**src/rtl/flag_ctrl_if.sv**
```systemverilog
// Bundle of flag controller control/status signals.
// The master side is the sequencer/ALU; the slave side is flag_ctrl.
interface flag_ctrl_if;
  logic       alu_we;
  logic [3:0] alu_flags;
  logic [3:0] alu_mask;
  logic       ld_we;
  logic [3:0] ld_flags;
  logic       push;
  logic       pop;
  logic       cond_valid;
  logic [3:0] cond;
  logic [3:0] flags;
  logic       take_valid;
  logic       take;
  logic       stk_full;
  logic       stk_empty;
  logic       stk_err;

  modport master (
    output alu_we, alu_flags, alu_mask, ld_we, ld_flags, push, pop, cond_valid, cond,
    input  flags, take_valid, take, stk_full, stk_empty, stk_err
  );

  modport slave (
    input  alu_we, alu_flags, alu_mask, ld_we, ld_flags, push, pop, cond_valid, cond,
    output flags, take_valid, take, stk_full, stk_empty, stk_err
  );
endinterface

```
**src/rtl/flag_ctrl.sv**
```systemverilog
// CPU status flag owner {V,C,N,Z}: arbitrates flag writers, keeps a LIFO
// shadow stack for interrupt entry/return and evaluates branch conditions.
module flag_ctrl #(
  parameter int         STACK_DEPTH = 4,
  parameter logic [3:0] RESET_FLAGS = 4'b0000
) (
  input logic         clk,
  input logic         clear,
  flag_ctrl_if.slave  bus
);

  localparam int IW = (STACK_DEPTH > 1) ? $clog2(STACK_DEPTH) : 1;
  localparam int PW = $clog2(STACK_DEPTH) + 1;
  localparam logic [PW-1:0] DEPTH_C = PW'(STACK_DEPTH);

  typedef enum logic [3:0] {
    CC_AL = 4'd0,  CC_EQ = 4'd1,  CC_NE = 4'd2,  CC_CS = 4'd3,
    CC_CC = 4'd4,  CC_MI = 4'd5,  CC_PL = 4'd6,  CC_VS = 4'd7,
    CC_VC = 4'd8,  CC_GE = 4'd9,  CC_LT = 4'd10, CC_GT = 4'd11,
    CC_LE = 4'd12, CC_HI = 4'd13, CC_LS = 4'd14, CC_NV = 4'd15
  } cond_e;

  logic [3:0]    stack [STACK_DEPTH];
  logic [PW-1:0] count;
  logic [3:0]    flags_q, flags_nxt;
  logic          take_q, take_valid_q, stk_err_q;
  logic          full, empty;
  logic          push_ok, pop_ok, stk_illegal;
  logic [IW-1:0] top_idx;

  // Condition code evaluation on a given flag snapshot.
  function automatic logic eval_cond(input logic [3:0] c, input logic [3:0] f);
    logic v, cy, n, z;
    {v, cy, n, z} = f;
    case (cond_e'(c))
      CC_AL:   return 1'b1;
      CC_EQ:   return z;
      CC_NE:   return !z;
      CC_CS:   return cy;
      CC_CC:   return !cy;
      CC_MI:   return n;
      CC_PL:   return !n;
      CC_VS:   return v;
      CC_VC:   return !v;
      CC_GE:   return n == v;
      CC_LT:   return n != v;
      CC_GT:   return !z && (n == v);
      CC_LE:   return z || (n != v);
      CC_HI:   return cy && !z;
      CC_LS:   return !cy || z;
      default: return 1'b0;
    endcase
  endfunction

  assign full    = (count == DEPTH_C);
  assign empty   = (count == '0);
  assign top_idx = IW'(count - PW'(1));

  // Stack legality and single-winner flag write selection.
  always_comb begin
    // NOTE: combinational blocks use blocking '=' and assign every output a default first, so no latch is inferred.
    push_ok     = bus.push && !bus.pop && !full;
    pop_ok      = bus.pop && !bus.push && !empty;
    stk_illegal = (bus.push && bus.pop) || (bus.push && full) || (bus.pop && empty);
    flags_nxt   = flags_q;
    if (pop_ok)
      flags_nxt = stack[top_idx];
    else if (bus.ld_we)
      flags_nxt = bus.ld_flags;
    else if (bus.alu_we)
      flags_nxt = (flags_q & ~bus.alu_mask) | (bus.alu_flags & bus.alu_mask);
  end

  // Flag, stack pointer, error and condition result registers.
  always_ff @(posedge clk) begin
    // NOTE: sequential state uses non-blocking '<=' so all registers update from pre-edge values.
    if (clear) begin
      flags_q      <= RESET_FLAGS;
      count        <= '0;
      stk_err_q    <= 1'b0;
      take_q       <= 1'b0;
      take_valid_q <= 1'b0;
    end else begin
      flags_q <= flags_nxt;
      if (push_ok)
        count <= count + PW'(1);
      else if (pop_ok)
        count <= count - PW'(1);
      if (stk_illegal)
        stk_err_q <= 1'b1;
      take_valid_q <= bus.cond_valid;
      if (bus.cond_valid)
        take_q <= eval_cond(bus.cond, flags_q);
    end
  end

  // Shadow stack storage: saves the pre-update flags on a legal push.
  always_ff @(posedge clk) begin
    // NOTE: the stack array has no reset; entries are only read below count, which clear zeroes.
    if (!clear && push_ok)
      stack[IW'(count)] <= flags_q;
  end

  assign bus.flags      = flags_q;
  assign bus.take       = take_q;
  assign bus.take_valid = take_valid_q;
  assign bus.stk_full   = full;
  assign bus.stk_empty  = empty;
  assign bus.stk_err    = stk_err_q;

endmodule
```
**src/flat_wrapper.sv**
```systemverilog
// flat-port wrapper written by rule: the top's interface ports become plain ports
module flag_ctrl_flat 
#(
  parameter int         STACK_DEPTH = 4,
  parameter logic [3:0] RESET_FLAGS = 4'b0000
)
  (clk, clear, bus_alu_we, bus_alu_flags, bus_alu_mask, bus_ld_we, bus_ld_flags, bus_push, bus_pop, bus_cond_valid, bus_cond, bus_flags, bus_take_valid, bus_take, bus_stk_full, bus_stk_empty, bus_stk_err);
  flag_ctrl_if bus_i ();
  input logic clk;
  input logic clear;
  input wire logic [$bits(bus_i.alu_we)-1:0] bus_alu_we;
  input wire logic [$bits(bus_i.alu_flags)-1:0] bus_alu_flags;
  input wire logic [$bits(bus_i.alu_mask)-1:0] bus_alu_mask;
  input wire logic [$bits(bus_i.ld_we)-1:0] bus_ld_we;
  input wire logic [$bits(bus_i.ld_flags)-1:0] bus_ld_flags;
  input wire logic [$bits(bus_i.push)-1:0] bus_push;
  input wire logic [$bits(bus_i.pop)-1:0] bus_pop;
  input wire logic [$bits(bus_i.cond_valid)-1:0] bus_cond_valid;
  input wire logic [$bits(bus_i.cond)-1:0] bus_cond;
  output wire logic [$bits(bus_i.flags)-1:0] bus_flags;
  output wire logic [$bits(bus_i.take_valid)-1:0] bus_take_valid;
  output wire logic [$bits(bus_i.take)-1:0] bus_take;
  output wire logic [$bits(bus_i.stk_full)-1:0] bus_stk_full;
  output wire logic [$bits(bus_i.stk_empty)-1:0] bus_stk_empty;
  output wire logic [$bits(bus_i.stk_err)-1:0] bus_stk_err;
  assign bus_i.alu_we = bus_alu_we;
  assign bus_i.alu_flags = bus_alu_flags;
  assign bus_i.alu_mask = bus_alu_mask;
  assign bus_i.ld_we = bus_ld_we;
  assign bus_i.ld_flags = bus_ld_flags;
  assign bus_i.push = bus_push;
  assign bus_i.pop = bus_pop;
  assign bus_i.cond_valid = bus_cond_valid;
  assign bus_i.cond = bus_cond;
  assign bus_flags = bus_i.flags;
  assign bus_take_valid = bus_i.take_valid;
  assign bus_take = bus_i.take;
  assign bus_stk_full = bus_i.stk_full;
  assign bus_stk_empty = bus_i.stk_empty;
  assign bus_stk_err = bus_i.stk_err;
  flag_ctrl #(.STACK_DEPTH(STACK_DEPTH), .RESET_FLAGS(RESET_FLAGS)) u_core (.clk(clk), .clear(clear), .bus(bus_i));
endmodule
```
**config.mk**
```make
export PLATFORM = sky130hd
export DESIGN_NAME = flag_ctrl_flat
export DESIGN_NICKNAME = d
export VERILOG_FILES = /design/src/rtl/flag_ctrl_if.sv /design/src/rtl/flag_ctrl.sv /design/src/flat_wrapper.sv
export SDC_FILE = /design/constraint.sdc
export NUM_CORES = 1
export LEC_CHECK = 0
export CORE_ASPECT_RATIO = 0.75
export CORE_MARGIN = 10
export CORE_UTILIZATION = 30
export DETAILED_ROUTE_END_ITERATION = 8
export SYNTH_ARGS = -nofsm -noshare
export SYNTH_HDL_FRONTEND = slang
export SYNTH_SLANG_ARGS = --single-unit
```
**constraint.sdc**
```tcl
create_clock -name clk -period 5.9 [get_ports clk]
set_clock_uncertainty 0.05 [all_clocks]
set_input_delay 0.885 -clock clk [delete_from_list [all_inputs] [get_ports clk]]
set_output_delay 0.885 -clock clk [all_outputs]
set_load 0.02 [all_outputs]
```
==> qor.txt, run 1 <==
Wire length per cell - 15.3 um
CP Capture Type - output port
First-pass GRT wire length - 5.40 mm
Post-DR vias/cell - 4.86
Most common cell after layout, fill and taps aside - clkdlybuf4s50_1
Syn_area_per_cell - 10.7 sq um
Post-synth top flop - edfxtp_1
# hold bufs at CTS - 0
Row Count - 21
Syn_nets - 159
Max-cap violations - 0
EDFF count, synth - 16
Die Y - 79.0 um
CTS tree - built
Largest net degree at the start of global routing - 16
CP Launch Type - flip-flop
Reg area - 681 sq um
Grt total ovfl - 0
Area grow syn2layout - 29.7%
Yosys cell types - 35
Crit Path Max Fanout - 7
Root Driver - clkbuf_8
Hold Crit Class - reg -> reg
Antenna violations before repair - 0
Fin crit share - 50.1%
GP Congestion - 0.814
Peak supply drop - 0.000175 V
Syn Inst Count - 130
Ys Warns - 0
Endpoints failing setup - 0
CP max stage cell - dfxtp_1
H-tree depth - 1
Critical Path Max Stage Delay - 0.55 ns
Die Area - 7780 sq um
TritonCTS Buffers - 3
Residual DRC - 0
R2R setup slack - 3.46 ns
Starting Density - 31.1%
Worst-path cell chain - inv_1, ha_1, ha_1, clkdlybuf4s50_1
Sequential area share after synthesis - 49.0%
Arrival @ worst endpoint - 2.02 ns
WS Path Type - reg -> out
CTS Sinks - 26
Detail Route Antenna Nets - 0
Post-CTS setup repair buffer count - 0
CP top delay family - buffers and inverters
Most frequent CP cell - ha_1
Count of final hold-check violations - 0
Most frequent cells in the layout - clkdlybuf4s50_1 (31), nand2_1 (20), edfxtp_1 (16)
Width of the die - 98.6 um
# nets final - 189
FMAX - 0.339 GHz
Placed cell count - 212
Vias in the first global route - 1063
Clock Latency Late Sink - 0.27 ns
Multi-input logic area - 647 sq um
Deepest clock path buffer count - 2
Iter 0 DRT Violations - 83
Post-layout minimum cycle time - 2.95 ns
Synthesized area - 1390 sq um
Final std cells w/o fill - 216
PD cells - 268 nW/um^2
Core area - 4470 sq um
RSZ-0062 raised after global routing - false
I/O pin count - 32
Critical Path RT - 4.97 ns
Reg clk slew, reported paths - 0.09 ns
Share of cells above drive strength 1 - 8.18%
# diodes - 0
Leak - 0.000649 uW
Fin. max-slew vios - 0
TNS Setup - 0 ns
Routed WL - 3.31 mm
Final HPWL DP - 2.64 mm
Worst path bufs/invs - 2
Status - complete, no violations
Post-synth ARST share - 0%
Max_slew headroom - 63.4%
Synth Register Bits - 26
Pre-Repair DR Iteration Count - 4
Vias post-DR - 1050
Post-CTS Resized - 0
Port Buffers - 31
Fillers - 447
Tot GR Track Use - 8.37%
Worst slew pin tran - 0.545 ns
==> final timing paths <==
path | cells after the start | to | from
worst max-delay path | 4 | bus_stk_empty | u_core.count[0]
worst min-delay path | 2 | u_core.bus.stk_err | u_core.bus.stk_err
worst max register to register | 6 | u_core.stack[3][0] | u_core.count[0]
worst min register to register | 2 | u_core.bus.stk_err | u_core.bus.stk_err
==> worst min-delay path, cell delays in order, from the launching register on <==
cell	delay, ns
dfxtp_1	0.33
nor2_1	0.05
nor2_1	0.07
==> routing by layer <==
layer / up-vias / part of all wire, % / global-route usage, %
met1: 483 / 49 / 10.9
li1: 525 / - / -
met2: 40 / 42 / 12.6
met4: 0 / 0.42 / 1.29
met3: 2 / 8.7 / 3.72
met5: - / 0 / 0
==> cells in the mapped netlist, types with 2 or more instances <==
cell	instances	share of area (%)
dfxtp_1	10	14
mux4_2	4	6.5
ha_1	6	5.4
and2_1	4	1.8
nor3_1	2	0.72
mux2i_1	7	5.0
nor2_1	13	3.5
nand2_1	20	5.4
edfxtp_1	16	35
o21ai_0	7	2.5
nand2b_1	2	0.90
buf_6	2	1.6
a21oi_1	9	3.2
nand3b_1	2	1.1
inv_1	6	1.6
==> power by group <==
group	internal [uW]	switching, uW	leakage, uW
clock	90.7	54.0	0.0000357
sequential	204	16.4	0.000230
combinational	60.3	56.8	0.000384
==> stage by stage <==
| step | worst slack (ns) | util (%) | total power (uW) | hold WS [ns] | instance area (sq um) |
|---|---|---|---|---|---|
| 2_1_floorplan | 3.70 | - | 295 | 0.431 | 1390 |
| 3_3_place_gp | 3.23 | 38.8 | 340 | 0.416 | 1730 |
| 3_5_place_dp | 3.17 | 38.8 | 343 | 0.420 | 1730 |
| 4_1_cts | 2.92 | 40.4 | 488 | 0.444 | 1800 |
| 5_1_grt | 2.81 | 40.4 | 511 | 0.476 | 1800 |
| 6_report | 2.95 | 40.4 | 483 | 0.434 | 1800 |
==> logic make-up after synthesis <==
kind of cell | after synthesis | share of synthesized area (%)
adder cells (fa/ha/maj) | 6 | 5.40
XOR/XNOR | 2 | 1.26
AND/OR/NAND/NOR | 48 | 16.3
AO/OA/AOI/OAI | 24 | 11.3
flip-flops | 26 | 49.0
multiplexers | 12 | 12.3
buffers and inverters | 12 | 4.50
==> layout make-up <==
cell class | count | share of cell area (%)
clock buffer | 3 | 2.29
inverter | 6 | 1.25
tap | 57 | 3.96
clock inverter | 1 | 1.67
timing repair buffer | 31 | 17.2
multi-input combinational | 92 | 35.9
sequential | 26 | 37.8
No activity file was read; power rests on OpenSTA's default activity.
==> run 2, diff against run 1 <==
==> constraint.sdc (replaced) <==
create_clock -name clk -period 2.7 [get_ports clk]
set_clock_uncertainty 0.05 [all_clocks]
set_input_delay 0.405 -clock clk [delete_from_list [all_inputs] [get_ports clk]]
set_output_delay 0.405 -clock clk [all_outputs]
set_load 0.02 [all_outputs]
==> qor.txt, run 2 (synthesis gave the netlist of run 1 again) <==
Status - complete, no violations
Post-CTS setup repair buffer count - 0
Final HPWL DP - 2.62 mm
Worst path bufs/invs - 2
Starting Density - 31.1%
FMAX - 0.451 GHz
CP Launch Type - flip-flop
TritonCTS Buffers - 3
Residual DRC - 0
Port Buffers - 31
Row Count - 21
Total chip power - 1070 uW
Max_slew headroom - 67.8%
CTS Sinks - 26
Switching power - 286 uW
Core area - 4470 sq um
Critical path startpoint - u_core.count[1]
CP Capture Type - output port
First-pass GRT wire length - 5.54 mm
Antenna violations before repair - 0
H-tree depth - 1
Hold Crit Class - reg -> reg
Iter 0 DRT Violations - 29
GP Congestion - 0.887
Area grow syn2layout - 30.8%
Clk pwr share - 30.1%
Most frequent cells in the layout - clkdlybuf4s50_1 (31), nand2_1 (20), edfxtp_1 (16)
Vias post-DR - 1094
TNS Setup - 0 ns
Part of the power in combinational logic - 25.4%
RSZ-0062 raised after global routing - false
Largest net degree at the start of global routing - 16
Crit Path Max Fanout - 4
Arrival @ worst endpoint - 1.76 ns
Die Area - 7780 sq um
Routed WL - 3.37 mm
Max-cap violations - 0
Most common cell after layout, fill and taps aside - clkdlybuf4s50_1
Detail Route Antenna Nets - 0
Post-CTS Resized - 0
CP max stage cell - clkdlybuf4s50_1
Fin crit share - 82.1%
Post-layout minimum cycle time - 2.22 ns
Fin. max-slew vios - 0
CP top delay family - buffers and inverters
Internal Pwr Total - 781 uW
Tot GR Track Use - 8.65%
Clock Latency Late Sink - 0.27 ns
Share of cells above drive strength 1 - 9.32%
Deepest clock path buffer count - 2
Die Y - 79.0 um
Peak supply drop - 0.000255 V
Switching share of power - 26.8%
Width of the die - 98.6 um
Critical Path Max Stage Delay - 0.62 ns
Reg-to-Reg Start - u_core.count[1]
Endpoints failing setup - 0
Root Driver - clkbuf_8
WS Path Type - reg -> out
Count of final hold-check violations - 0
# nets final - 191
CTS tree - built
Leak - 0.000660 uW
Reg clk slew, reported paths - 0.09 ns
# hold bufs at CTS - 0
Wire length per cell - 15.4 um
PD cells - 587 nW/um^2
Most frequent CP cell - ha_1
Grt total ovfl - 0
Vias in the first global route - 1094
Worst slew pin tran - 0.483 ns
Flop pwr share - 44.5%
Critical Path RT - 2.25 ns
HP Start - u_core.bus.stk_err
Pre-Repair DR Iteration Count - 4
Post-DR vias/cell - 5.02
Worst-path cell chain - inv_1, ha_1, ha_1, clkdlybuf4s50_1
# diodes - 0
I/O pin count - 32
## run 2: per-layer routing
| layer | global-route usage [%] | share of wire, % | vias to the layer above |
|---|---|---|---|
| li1 | - | - | 535 |
| met1 | 11.0 | 47 | 509 |
| met2 | 13.5 | 43 | 46 |
| met3 | 4.33 | 10 | 4 |
| met4 | 0.429 | 0.24 | 0 |
| met5 | 0 | 0 | - |
## run 2: worst min-delay path, cell delays in order (launching register included)
cell     delay, ns
dfxtp_1       0.34
nor2_1        0.05
nor2_1        0.07
## run 2: final timing paths
check / endpoint / slack (ns) / cells after the start
setup / recovery: bus_stk_empty / 0.48 / 4
hold / removal: u_core.bus.stk_err / 0.44 / 2
setup reg to reg: u_core.stack[2][0] / 0.63 / 7
hold reg to reg: u_core.bus.stk_err / 0.44 / 2
## run 2: final cells by class
type                    instances  area, sq um
fillers                       443         2650
flip-flops and latches         26          681
multi-input cells              92          647
repair buffers                 33          325
well taps                      57         71.3
clock buffers                   3         41.3
clock inverters                 1         30.0
inverters                       6         22.5
## run 2: per-stage QoR
step	worst slack [ns]	utilization, %	hold slack [ns]	instances	instance area (sq um)
2_1_floorplan	0.496	-	0.426	130	1390
3_3_place_gp	0.582	39.1	0.410	214	1750
3_5_place_dp	0.505	39.1	0.419	214	1750
4_1_cts	0.473	40.7	0.446	218	1820
5_1_grt	0.387	40.7	0.471	218	1820
6_report	0.484	40.7	0.436	218	1820
## run 2: power groups by stage
stage          Combinational (uW)  Clock (uW)  Sequential, uW
6_report                      271         321             475
5_1_grt                       295         349             481
4_1_cts                       272         328             475
3_5_place_dp                  270           0             485
3_3_place_gp                  263           0             482
2_1_floorplan                 158           0             486
==> run 3, diff against run 2 <==
==> constraint.sdc (replaced) <==
create_clock -name clk -period 1.9 [get_ports clk]
set_clock_uncertainty 0.05 [all_clocks]
set_input_delay 0.285 -clock clk [delete_from_list [all_inputs] [get_ports clk]]
set_output_delay 0.285 -clock clk [all_outputs]
set_load 0.02 [all_outputs]
==> qor.txt, run 3 (synthesis gave the netlist of run 1 again) <==
Routed WL - 3.28 mm
WS Path Type - reg -> out
Fin crit share - 96.0%
H-tree depth - 1
Detail Route Antenna Nets - 0
Starting Density - 31.1%
Endpoints failing setup - 0
TritonCTS Buffers - 3
Most common cell after layout, fill and taps aside - clkdlybuf4s50_1
Worst-path cell chain - clkdlybuf4s50_1
FMAX - 0.548 GHz
# hold bufs at CTS - 0
# diodes - 0
Arrival @ worst endpoint - 1.49 ns
Worst slew pin tran - 0.353 ns
Peak supply drop - 0.000375 V
Final Cell Area - 1890 sq um
Clock Latency Late Sink - 0.27 ns
Crit Path Max Fanout - 8
Post-layout minimum cycle time - 1.82 ns
CP top delay family - buffers and inverters
Placed Instance Area - 1830 sq um
Critical Path Max Stage Delay - 0.69 ns
Fin. max-slew vios - 0
Antenna violations before repair - 0
CTS tree - built
Max-cap violations - 0
Row Count - 21
Die Y - 79.0 um
Worst path bufs/invs - 1
PD cells - 741 nW/um^2
Leak - 0.000698 uW
Pre-Repair DR Iteration Count - 4
Post-DR vias/cell - 4.81
Most frequent cells in the layout - clkdlybuf4s50_1 (28), nand2_1 (19), edfxtp_1 (16)
Vias in the first global route - 1130
I/O pin count - 32
Width of the die - 98.6 um
Deepest clock path buffer count - 2
Final HPWL DP - 2.68 mm
RSZ-0062 raised after global routing - false
CP max stage cell - clkdlybuf4s50_1
TNS Setup - 0 ns
Share of cells above drive strength 1 - 19.6%
Tot GR Track Use - 8.74%
Post-CTS setup repair buffer count - 0
Port Buffers - 31
Largest net degree at the start of global routing - 15
Grt total ovfl - 0
Die Area - 7780 sq um
Reg clk slew, reported paths - 0.09 ns
Root Driver - clkbuf_8
Area grow syn2layout - 35.9%
GP Congestion - 0.887
First-pass GRT wire length - 5.59 mm
CTS Sinks - 26
Critical Path RT - 1.56 ns
Wire length per cell - 14.6 um
Residual DRC - 0
Max_slew headroom - 76.2%
Core area - 4470 sq um
CP Launch Type - flip-flop
Fin util - 42.3%
Vias post-DR - 1082
# nets final - 198
Hold Crit Class - reg -> reg
Count of final hold-check violations - 0
CP Capture Type - output port
Iter 0 DRT Violations - 67
Status - complete, no violations
==> run 3: cell count changes in the layout (fill, tap and decap cells not counted), sizes merged <==
cell / previous run / this run
clkdlybuf4s15: 0 / 2
clkdlybuf4s50: 31 / 28
buf: 2 / 9
dlymetal6s2s: 0 / 1
clkinv: 0 / 1
bufinv: 1 / 0
==> run 3: layout make-up <==
class,instances,area (sq um)
fillers,434,2580
multi-input cells,92,688
flip-flops and latches,26,682
repair buffers,40,380
well taps,57,71.3
clock buffers,3,41.3
inverters,6,22.5
clock inverters,1,3.75
==> run 3: worst paths after layout <==
kind,startpoint,end,slack (ns),cells after the start
worst max register to register,u_core.count[0],u_core.stack[2][3],0.17,7
worst min-delay path,u_core.bus.stk_err,u_core.bus.stk_err,0.44,2
worst min register to register,u_core.bus.stk_err,u_core.bus.stk_err,0.44,2
worst max-delay path,flip-flop,bus_flags[1],0.08,1
==> run 3: metal layers <==
layer / part of all wire [%] / vias to the layer above / global-route usage [%]
met2: 43 / 41 / 13.5
met3: 8.4 / 2 / 3.89
li1: - / 544 / -
met4: 0.18 / 0 / 0.857
met5: 0 / - / 0
met1: 48 / 495 / 11.4
==> run 3: metrics by stage <==
stage | total power [uW] | hold WS, ns | instances | setup slack [ns]
2_1_floorplan | 929 | 0.306 | 130 | 0.00176
3_3_place_gp | 1090 | 0.412 | 221 | -0.0776
3_5_place_dp | 1100 | 0.426 | 221 | -0.171
4_1_cts | 1410 | 0.452 | 225 | 0.0212
5_1_grt | 1490 | 0.494 | 225 | 0.00340
6_report | 1400 | 0.439 | 225 | 0.0753
==> run 3: repair_timing <==
| action | 4_1_cts | 5_1_grt |
|---|---|---|
| endpoints found under the hold margin | 0 | 0 |
| endpoints found under the setup margin | 3 | 21 |
| gates resized for setup | 3 | 6 |
| cloned | 0 | 0 |
==> run 3: worst reg2reg max path: stages (launching register included) <==
cell and delay, ns:
dfxtp_1 0.34, inv_1 0.08, ha_2 0.22, ha_2 0.20, nor2_4 0.13, nand2_2 0.13, nor2_4 0.13, and2_4 0.19
==> run 3: where the power goes <==
group / internal [uW] / switching (uW)
combinational: 216 / 205
sequential: 635 / 34.2
clock: 145 / 165
